[src/rtl/bcd_addsub_seq.sv]
`default_nettype none
// ============================================================================
// Module   : bcd_addsub_seq
// Brief    : Digit-serial packed-BCD adder/subtractor (LSD first) with
//            sign-magnitude recomplement and invalid-digit detection.
//            Optional multiplexed 7-segment scan: define BCD_SEG_SCAN_EN.
// Revision : 1.0 - initial release
// ============================================================================
module bcd_addsub_seq #(
    parameter int DIGITS = 4
`ifdef BCD_SEG_SCAN_EN
    ,
    parameter int SCAN_DIV = 1000
`endif
) (
    input  logic                clk,
    input  logic                rst,
    input  logic                start,
    input  logic                mode,
    input  logic [4*DIGITS-1:0] a,
    input  logic [4*DIGITS-1:0] b,
    output logic                busy,
    output logic                done,
    output logic [4*DIGITS-1:0] result,
    output logic                carry_sign,
    output logic                error
`ifdef BCD_SEG_SCAN_EN
    ,
    output logic [6:0]          seg_out,
    output logic [DIGITS-1:0]   an
`endif
);

    localparam int IW = (DIGITS > 1) ? $clog2(DIGITS) : 1;
    localparam logic [IW-1:0] c_last_idx = IW'(DIGITS - 1);

    typedef enum logic [1:0] {
        S_IDLE = 2'd0,
        S_RUN  = 2'd1,
        S_FIX  = 2'd2,
        S_DONE = 2'd3
    } state_t;

    state_t              r_state;
    logic [4*DIGITS-1:0] r_a;
    logic [4*DIGITS-1:0] r_b;
    logic [4*DIGITS-1:0] r_result;
    logic                r_mode;
    logic                r_c;
    logic                r_busy;
    logic                r_done;
    logic                r_carry_sign;
    logic                r_error;
    logic [IW-1:0]       r_idx;

    logic [IW+1:0]       w_base;
    logic                w_invalid;
    logic [3:0]          w_x;
    logic [3:0]          w_y;
    logic [4:0]          w_sum;
    logic                w_cout;
    logic [3:0]          w_dig;

    assign w_base = {r_idx, 2'b00};

    always_comb begin
        w_invalid = 1'b0;
        for (int j = 0; j < DIGITS; j++) begin
            if (a[4*j +: 4] > 4'd9 || b[4*j +: 4] > 4'd9) begin
                w_invalid = 1'b1;
            end
        end
    end

    // One shared digit adder: RUN adds a_i + (b_i or 9-b_i), FIX adds 9-r_i.
    always_comb begin
        w_x = r_a[w_base +: 4];
        w_y = r_mode ? (4'd9 - r_b[w_base +: 4]) : r_b[w_base +: 4];
        if (r_state == S_FIX) begin
            w_x = 4'd9 - r_result[w_base +: 4];
            w_y = 4'd0;
        end
        w_sum  = {1'b0, w_x} + {1'b0, w_y} + {4'd0, r_c};
        w_cout = (w_sum > 5'd9);
        w_dig  = w_cout ? 4'(w_sum + 5'd6) : w_sum[3:0];
    end

    always_ff @(posedge clk or posedge rst) begin
        if (rst) begin
            r_state      <= S_IDLE;
            r_a          <= '0;
            r_b          <= '0;
            r_result     <= '0;
            r_mode       <= 1'b0;
            r_c          <= 1'b0;
            r_busy       <= 1'b0;
            r_done       <= 1'b0;
            r_carry_sign <= 1'b0;
            r_error      <= 1'b0;
            r_idx        <= '0;
        end else begin
            r_done <= 1'b0;
            case (r_state)
                S_IDLE, S_DONE: begin
                    r_state <= S_IDLE;
                    if (start) begin
                        r_a    <= a;
                        r_b    <= b;
                        r_mode <= mode;
                        r_c    <= mode;
                        r_idx  <= '0;
                        if (w_invalid) begin
                            r_result     <= '1;
                            r_error      <= 1'b1;
                            r_carry_sign <= 1'b0;
                            r_done       <= 1'b1;
                            r_busy       <= 1'b0;
                            r_state      <= S_DONE;
                        end else begin
                            r_error <= 1'b0;
                            r_busy  <= 1'b1;
                            r_state <= S_RUN;
                        end
                    end
                end
                S_RUN: begin
                    r_result[w_base +: 4] <= w_dig;
                    r_c                   <= w_cout;
                    r_idx                 <= r_idx + IW'(1);
                    if (r_idx == c_last_idx) begin
                        if (r_mode && !w_cout) begin
                            // No end-around carry: a < b, recomplement the digits
                            r_carry_sign <= 1'b1;
                            r_idx        <= '0;
                            r_c          <= 1'b1;
                            r_state      <= S_FIX;
                        end else begin
                            r_carry_sign <= r_mode ? 1'b0 : w_cout;
                            r_busy       <= 1'b0;
                            r_done       <= 1'b1;
                            r_state      <= S_DONE;
                        end
                    end
                end
                S_FIX: begin
                    r_result[w_base +: 4] <= w_dig;
                    r_c                   <= w_cout;
                    r_idx                 <= r_idx + IW'(1);
                    if (r_idx == c_last_idx) begin
                        r_busy  <= 1'b0;
                        r_done  <= 1'b1;
                        r_state <= S_DONE;
                    end
                end
                default: r_state <= S_IDLE;
            endcase
        end
    end

    assign busy       = r_busy;
    assign done       = r_done;
    assign result     = r_result;
    assign carry_sign = r_carry_sign;
    assign error      = r_error;

`ifdef BCD_SEG_SCAN_EN
    localparam int PW = (SCAN_DIV > 1) ? $clog2(SCAN_DIV) : 1;
    localparam logic [PW-1:0] c_pre_last = PW'(SCAN_DIV - 1);

    logic [PW-1:0]       r_pre;
    logic [IW-1:0]       r_ptr;
    logic [4*DIGITS-1:0] r_disp;
    logic [IW+1:0]       w_ptr_base;
    logic [3:0]          w_disp_dig;

    always_ff @(posedge clk or posedge rst) begin
        if (rst) begin
            r_pre  <= '0;
            r_ptr  <= '0;
            r_disp <= '0;
        end else begin
            if (r_done) begin
                r_disp <= r_result;
            end
            if (r_pre == c_pre_last) begin
                r_pre <= '0;
                r_ptr <= (r_ptr == c_last_idx) ? '0 : r_ptr + IW'(1);
            end else begin
                r_pre <= r_pre + PW'(1);
            end
        end
    end

    assign w_ptr_base = {r_ptr, 2'b00};
    assign w_disp_dig = r_disp[w_ptr_base +: 4];
    assign an         = ~(DIGITS'(1) << r_ptr);

    always_comb begin
        case (w_disp_dig)
            4'd0:    seg_out = 7'b1000000;
            4'd1:    seg_out = 7'b1111001;
            4'd2:    seg_out = 7'b0100100;
            4'd3:    seg_out = 7'b0110000;
            4'd4:    seg_out = 7'b0011001;
            4'd5:    seg_out = 7'b0010010;
            4'd6:    seg_out = 7'b0000010;
            4'd7:    seg_out = 7'b1111000;
            4'd8:    seg_out = 7'b0000000;
            4'd9:    seg_out = 7'b0010000;
            default: seg_out = 7'b1111111;
        endcase
    end
`endif

endmodule
`default_nettype wire

[config.mk]
export PLATFORM = sky130hd
export DESIGN_NAME = bcd_addsub_seq
export DESIGN_NICKNAME = d
export VERILOG_FILES = /design/src/rtl/bcd_addsub_seq.sv
export SDC_FILE = /design/constraint.sdc
export NUM_CORES = 1
export LEC_CHECK = 0
export CAP_MARGIN = 20
export CORE_MARGIN = 2
export CORE_UTILIZATION = 45
export CTS_BUF_LIST = sky130_fd_sc_hd__clkbuf_2
export DETAILED_ROUTE_END_ITERATION = 10
export HOLD_SLACK_MARGIN = 0.15
export PLACE_DENSITY = 0.67
export SLEW_MARGIN = 15
export SYNTH_ARGS = -nofsm -noshare
export SYNTH_HDL_FRONTEND = slang
export SYNTH_SLANG_ARGS = --single-unit
[constraint.sdc]
create_clock -name clk -period 11.54 [get_ports clk]
set_input_delay 1.154 -clock clk [delete_from_list [all_inputs] [get_ports clk]]
set_output_delay 1.154 -clock clk [all_outputs]
set_load 0.005 [all_outputs]
# Yosys cells after proc, flatten, opt, wreduce, memory -nomap -nowiden
# Index checks and enable logic that the tools add are counted.
word_totals:
  regBits: 58
  out_inout_bits: 20
  input_bits: 36
  memories: 0
  elab_cells: 100
  latch_bits: 0
  romBits: 0
  mem_bits_rw: 0
classes:
  mul: 0
  n_div: 0
  n_lt_le_gt_ge: 9
  add_sub_neg: 7
  n_reduce_logical: 15
  bitwise_logic: 0
  n_shift: 5
  n_mux: 44
  n_eq_ne: 9
op_table:
  columns: ["op", "count"]
  rows:
  - ["indexed part select 16 x 5 -> 4 bit", 3]
  - ["> comparator 4 bit (second input constant)", 8]
  - ["2-to-1 mux 16 bit", 2]
  - ["one-hot mux 16 bit (2 select lines)", 1]
  - ["2-to-1 mux 1 bit", 23]
  - ["bitwise mux 16 bit", 1]
  - ["2-to-1 mux 4 bit", 4]
  - ["variable shift 4 x 6 -> 16 bit (first input constant)", 1]
  - ["indexed part select 4 x 6 -> 16 bit", 1]
  - ["2-to-1 mux 2 bit", 7]
  - ["one-hot mux 2 bit (3 select lines)", 2]
  - ["one-hot mux 1 bit (3 select lines)", 3]
  - ["!= test 2 bit (second input constant)", 4]
  - ["AND reduction 4 bit", 2]
  - ["subtractor 4 bit (first input constant)", 2]
  - ["equality test 2 bit (second input constant)", 3]
  - ["negator 4 -> 6 bit", 1]
  - ["AND reduction 2 bit", 3]
  - ["adder 4 x 4 -> 5 bit", 1]
  - ["adder 5 x 1 -> 5 bit", 1]
  - ["> comparator 5 x 4 -> 1 bit (second input constant)", 1]
  - ["adder 4 x 3 -> 4 bit (second input constant)", 1]
  - ["logical OR 1 bit", 4]
  - ["OR reduction 2 bit", 2]
  - ["8 further kinds", 8]

# Depth between registers and ports, before layout
# Gate-level depths: netlist of the first run.
depth:
  depth_word: 12
  ltp_mapped: 19
  mapped_depth_nobuf: 18

# Worst setup path after synthesis of the first run
# No wires, ideal clock.
synth_timing:
  path_type: "flip-flop to flip-flop"
  from: "reg r_idx[0]"
  to: "reg r_busy, in the netlist busy"
  n_path_buf: 2
  setup_slack_ps: 7569
  synth_period_minus_slack_ps: 3971
  setup_ps: 121
  t_arrival_ps: 3850
  t_required_ps: 11419
  path_stages_with_launch: 18
  cell_sequence: "dfrtp_1 -> buf_2 -> buf_2 -> mux4_2 -> inv_1 -> ha_1 -> mux2_2 -> ha_1 -> xnor2_1 -> ha_1 -> a22oi_4 -> a31oi_4 -> ha_1 -> nand2_1 -> nand2_1 -> nor2_1 -> a22o_1 -> a22o_1"
synth_via:
  elab_chain_cells: 11
  elab_cells_between_ends: 18
  classes_between: "add/sub: 4; order compare: 1; eq/ne: 4; shift: 3; mux: 3; reduce/logical: 3"
synth_lines:
  columns: ["element", "line_no", "source"]
  rows:
  - ["start, declared", "54", "logic [IW-1:0] r_idx;"]
  - ["start signal, assigned", "129", "r_idx <= r_idx + IW'(1);"]
  - ["start signal, assigned", "148", "r_idx <= r_idx + IW'(1);"]
  - ["indexed part select 16 x 5 -> 4 bit", "78", "w_y = r_mode ? (4'd9 - r_b[w_base +: 4]) : r_b[w_base +: 4];"]
  - ["subtractor 4 bit", "78", null]
  - ["2-to-1 mux 4 bit", "78", null]
  - ["2-to-1 mux 4 bit", "79", "if (r_state == S_FIX) begin"]
  - ["adder 4 x 4 -> 5 bit", "83", "w_sum = {1'b0, w_x} + {1'b0, w_y} + {4'd0, r_c};"]
  - ["adder 5 x 1 -> 5 bit", "83", null]
  - ["> comparator 5 x 4 -> 1 bit", "84", "w_cout = (w_sum > 5'd9);"]
  - ["logical NOT 1 bit", "131", "if (r_mode && !w_cout) begin"]
  - ["logical AND 1 bit", "131", null]
  - ["!= test 2 bit (no line)", null, null]
  - ["AND reduction 4 bit (no line) (*)", null, null]
  - ["end signal, assigned", "121", "r_busy <= 1'b1;"]
  - ["end signal, assigned", "139", "r_busy <= 1'b0;"]
  - ["end signal, assigned", "150", "r_busy <= 1'b0;"]
  - ["end, declared", "50", "logic r_busy;"]
# Mark *: on every way between the ends. The rest lies on a longest branch, timed or not.
# A chain may end at the register's enable or synchronous reset.

# Final worst setup path of the first run
# Ends and elaborated chain as after synthesis.

==> results of run 1 <==
[synthesized netlist by cell type (4+ instances only)]
master	count
a41oi_1	4
inv_1	17
clkbuf_1	7
nor3_1	7
nor2b_1	6
mux4_2	12
dfrtp_1	58
a32oi_1	4
o31ai_1	4
a21oi_1	11
mux2_2	35
o31a_1	4
o21ai_0	19
o22ai_1	8
buf_2	4
nand2_1	16
or3_1	4
ha_1	14
nor2_1	16
and3_1	5
[worst paths after layout]
| path | to | depth (start not counted) |
|---|---|---|
| min in group asynchronous | error$_DFFE_PP0P_ | 3 |
| worst min-delay path | error$_DFFE_PP0P_ | 1 |
| max in group asynchronous | r_a[3]$_DFFE_PP0P_ | 3 |
| worst max register to register | busy$_DFFE_PP0P_ | 16 |
| worst min register to register | error$_DFFE_PP0P_ | 1 |
| worst max-delay path | busy$_DFFE_PP0P_ | 16 |
[stage by stage]
stage	utilization	setup slack, ps	std cells
floorplan	-	7570	295
global placement	0.550	7020	438
detailed placement	0.550	6850	438
CTS	0.571	6840	454
global route	0.571	6510	454
finish	0.571	6850	454
[layout make-up]
| type | count | area, µm² | share of cell area |
|---|---|---|---|
| Multi-Input combinational cell | 206 | 1780 | 0.430 |
| Timing Repair Buffer | 57 | 566 | 0.137 |
| Clock buffer | 9 | 45.0 | 0.0109 |
| Sequential cell | 58 | 1450 | 0.350 |
| Inverter | 18 | 67.6 | 0.0163 |
| Tap cell | 99 | 124 | 0.0299 |
| Clock inverter | 7 | 108 | 0.0260 |
[cell families after synthesis]
| family | share of synthesized area |
|---|---|
| xor gates and xnor gates | 0.0104 |
| adders and majority gates | 0.0640 |
| DFF | 0.431 |
| and+or+nand+nor | 0.0963 |
| AOI/OAI and AO/OA | 0.154 |
| buffers and inverters | 0.0394 |
| muxes | 0.205 |
[state kept, by name (all words and copies together), names as in the netlist]
name / flops
r_c: 1
result: 16
r_idx: 2
done: 1
r_state: 2
carry_sign: 1
r_a: 16
r_b: 16
error: 1
r_mode: 1
busy: 1
[routing by layer]
layer	vias to the layer above	part of all wire	global-route usage	wire (µm)
li1	1212	-	-	-
met1	1254	0.45	0.261	3420
met2	89	0.48	0.313	3580
met3	9	0.057	0.0584	431
met4	0	0.012	0.0500	93
met5	-	0	0	0
==> results_dict.tcl, run 1 <==
set metrics [dict create \
    status "complete, no violations" \
    cts_sinks 58 \
    end_kind "flop" \
    synthFlopType "dfrtp_1" \
    crit_buf_inv 2 \
    diodes 0 \
    drc_errors 0 \
    synth.distinct_cells 48 \
    yosysTopAreaCellShare 0.431 \
    clock-skew-final_ps 19.4 \
    wl_per_cell_um 16.6 \
    final_common_cell "dfrtp_1" \
    yosys-top-cells-area "dfrtp_1 43%, mux2_2 12%, mux4_2 8.0%" \
    ant_nets 0 \
    first_global_vias 2520 \
    fin_nets 402 \
    grtUsageTotal 0.196 \
    worstHoldPathType "flop to flop" \
    gp_congestion 0.862 \
    cpPeakStageDelay_ps 1030 \
    start_kind "flop" \
    cap_violations 0 \
    htreeDepth 3 \
    critPathMaxFanout 18 \
    drive_above_1_share 0.217 \
    drt-total-wl_um 7520 \
    dieArea_um2 8180 \
    io_buffers 55 \
    path_delay_family "adder cells" \
    drt-vias-per-instance 5.65 \
    cts-root-buf "clkbuf_2" \
    num_rows 31 \
    drv_slew 0 \
    cts_tree "done" \
    layout_common_cells "58 x dfrtp_1, 55 x clkdlybuf4s50_1, 35 x mux2_2" \
    dp_hpwl_um 5500 \
    clkLatencyLatePin_ps 490 \
    die_w_um 90.5 \
    rr_startpoint "r_idx[0]$_DFFE_PP0N_" \
    fin_tns_setup_ps 0 \
    hp-start "error$_DFFE_PP0P_" \
    grt_pass1_wl_um 12700 \
    yosys.area.top_type "dfrtp_1" \
    ys_async_sr_fraction 1.00 \
    nFillCells 651 \
    crit_top_cell "nand2_1" \
    fmax_mhz 213 \
    yosysWarnings 0 \
    critPathKind "flop to flop" \
    crit_start "r_idx[0]$_DFFE_PP0N_" \
    cts_buffer_depth 2 \
    drt_iter0_drc 133 \
    required_ps 11940 \
    synth_edf_count 0 \
    grt_start_max_net_pins 59 \
    drt-pass1-iter-count 4 \
    clk_pin_slew_worst_paths_ps 170 \
    fin_crit_ps 4690 \
    hold_slack_ps 508 \
    min_period_over_period 0.407 \
    rsz0062_at_grt "no" \
    final_hold_viol_count 0 \
    dr_total_vias 2564 \
    postCtsHoldBufs 0 \
    reg2reg_setup_slack_ps 6850 \
    synthCells 295 \
    overflow 0 \
    path_cells "mux4_2 -> xnor2_1 -> nand2_1 -> fa_1 -> inv_1 -> fa_1 -> inv_1 -> ha_1 -> a22oi_4 -> a31oi_4 -> ha_1 -> nand2_1 -> nand2_1 -> nor2_1 -> a22o_1 -> a22o_1" \
    cts_resized 0 \
    cts_buffers 9 \
    postLayoutCellArea_um2 4140 \
    ys_seq_area_frac 0.431 \
    start_util 0.464 \
    cpMaxStageDelayCell "dfrtp_1" \
    relSlewSlack 0.340 \
    crit_arrival_ps 5090 \
    cts_setup_buffers 0 \
    ys_ff_latch 58 \
    netlist_area_um2 3360 \
    dpl_cell_area_um2 3990 \
    syn_area_per_cell_um2 11.4 \
    area_growth_pct 23.1 \
    syn_nets 347 \
    core_area_um2 7250 \
    ios 56 \
    antenna_found_initial 0 \
    finalSetupViolCount 0 \
    worst_pin_slew_ps 990 \
    die_h_um 90.5 \
]
Power of run 1 is not shown: default switching activity piles up to over one toggle a cycle in this logic, so the estimate is an artifact.
==> run 2, diff against run 1 <==
==> constraint.sdc (replaced) <==
create_clock -name clk -period 4.5 [get_ports clk]
set_input_delay 0.45 -clock clk [delete_from_list [all_inputs] [get_ports clk]]
set_output_delay 0.45 -clock clk [all_outputs]
set_load 0.005 [all_outputs]
==> results_dict.tcl, run 2 (synthesis gave the netlist of run 1 again) <==
set metrics [dict create \
    status "complete, no violations" \
    worst_pin_slew_ps 767 \
    start_util 0.464 \
    drt-vias-per-instance 5.68 \
    cap_violations 0 \
    fin_crit_ps 4130 \
    pre_cts_ws_ps 381 \
    ant_nets 0 \
    r2r_cells 15 \
    fin_nets 407 \
    clkLatencyLatePin_ps 510 \
    die_w_um 90.5 \
    reg2reg_setup_slack_ps 370 \
    layout_common_cells "58 x dfrtp_1, 55 x clkdlybuf4s50_1, 35 x mux2_2" \
    area_growth_pct 24.0 \
    fmax_mhz 242 \
    end_kind "flop" \
    drt-total-wl_um 7670 \
    final_hold_viol_count 0 \
    rr_startpoint "r_idx[0]$_DFFE_PP0N_" \
    cpMaxStageDelayCell "dfrtp_1" \
    postCtsHoldBufs 0 \
    antenna_found_initial 0 \
    core_area_um2 7250 \
    rsz0062_at_grt "no" \
    start_kind "flop" \
    cts_sinks 58 \
    cts_buffer_depth 2 \
    cpPeakStageDelay_ps 640 \
    drt_iter0_drc 133 \
    grtUsageTotal 0.199 \
    drc_errors 0 \
    dp_hpwl_um 5800 \
    ios 56 \
    fin_tns_setup_ps 0 \
    finalSetupViolCount 0 \
    path_cells "buf_4 -> mux4_2 -> a21oi_1 -> fa_1 -> inv_1 -> fa_1 -> inv_1 -> ha_1 -> a22oi_4 -> a31oi_4 -> ha_1 -> nand2_1 -> a21oi_1 -> or3_1 -> o21ai_0" \
    hold_slack_ps 252 \
    dr_total_vias 2607 \
    critPathKind "flop to flop" \
    die_h_um 90.5 \
    crit_buf_inv 3 \
    first_global_vias 2590 \
    cts_resized 0 \
    cts_tree "done" \
    overflow 0 \
    min_period_over_period 0.919 \
    gp_congestion 0.866 \
    final_common_cell "dfrtp_1" \
    drt-pass1-iter-count 5 \
    htreeDepth 3 \
    clock-skew-final_ps 26.9 \
    clk_pin_slew_worst_paths_ps 200 \
    drive_above_1_share 0.233 \
    worst_slack_ps 365 \
    grt_start_max_net_pins 36 \
    crit_arrival_ps 4580 \
    cts_setup_buffers 0 \
    relSlewSlack 0.488 \
    cts-root-buf "clkbuf_2" \
    grt_pass1_wl_um 12800 \
    r2r-end "r_idx[0]$_DFFE_PP0N_" \
    path_delay_family "adder cells" \
    critPathMaxFanout 13 \
    cts_buffers 9 \
    wl_per_cell_um 16.7 \
    num_rows 31 \
    dieArea_um2 8180 \
    required_ps 4940 \
    io_buffers 55 \
    diodes 0 \
    worstHoldPathType "primary input to async pin" \
    drv_slew 0 \
]
run 2: cell types whose count changed in the layout (fill, tap and decap cells not counted), sizes merged:
cell,delta
buf,+5
bufinv,-1
clkinv,-3
clkinvlp,+2
inv,+2
run 2: final cells by class:
type	instances	area, µm²
Timing Repair Buffer	62	603
Sequential cell	58	1450
Tap cell	99	124
Clock inverter	7	101
Clock buffer	9	45.0
Fill cell	641	3080
Multi-Input combinational cell	206	1780
Inverter	18	67.6
run 2: worst max-delay path by stage:
stage	cells after the start	end	slack (ps)	startpoint
5_1_grt	16	busy$_DFFE_PP0P_	110	r_idx[0]$_DFFE_PP0N_
6_report	15	r_idx[0]$_DFFE_PP0N_	370	r_idx[0]$_DFFE_PP0N_
3_5_place_dp	16	busy$_DFFE_PP0P_	380	r_idx[0]$_DFFE_PP0N_
2_1_floorplan	17	busy$_DFFE_PP0P_	530	r_idx[0]$_DFFE_PP0N_
3_3_place_gp	16	busy$_DFFE_PP0P_	510	r_idx[0]$_DFFE_PP0N_
4_1_cts	15	r_idx[0]$_DFFE_PP0N_	350	r_idx[0]$_DFFE_PP0N_
run 2: metrics by stage:
stage / instance area, µm² / instances / utilization
2_1_floorplan: 3360 / 295 / -
3_3_place_gp: 4030 / 443 / 0.555
3_5_place_dp: 4030 / 443 / 0.555
4_1_cts: 4170 / 459 / 0.575
5_1_grt: 4170 / 459 / 0.575
6_report: 4170 / 459 / 0.575
run 2: layer usage:
layer	up-vias	part of all wire	wire [µm]	GRT usage
met1	1275	0.43	3320	0.261
li1	1216	-	-	-
met5	-	0	0	0
met3	18	0.059	455	0.0359
met4	0	0.022	167	0.0808
met2	98	0.49	3730	0.328
Power of run 2 is left out for the same reason.
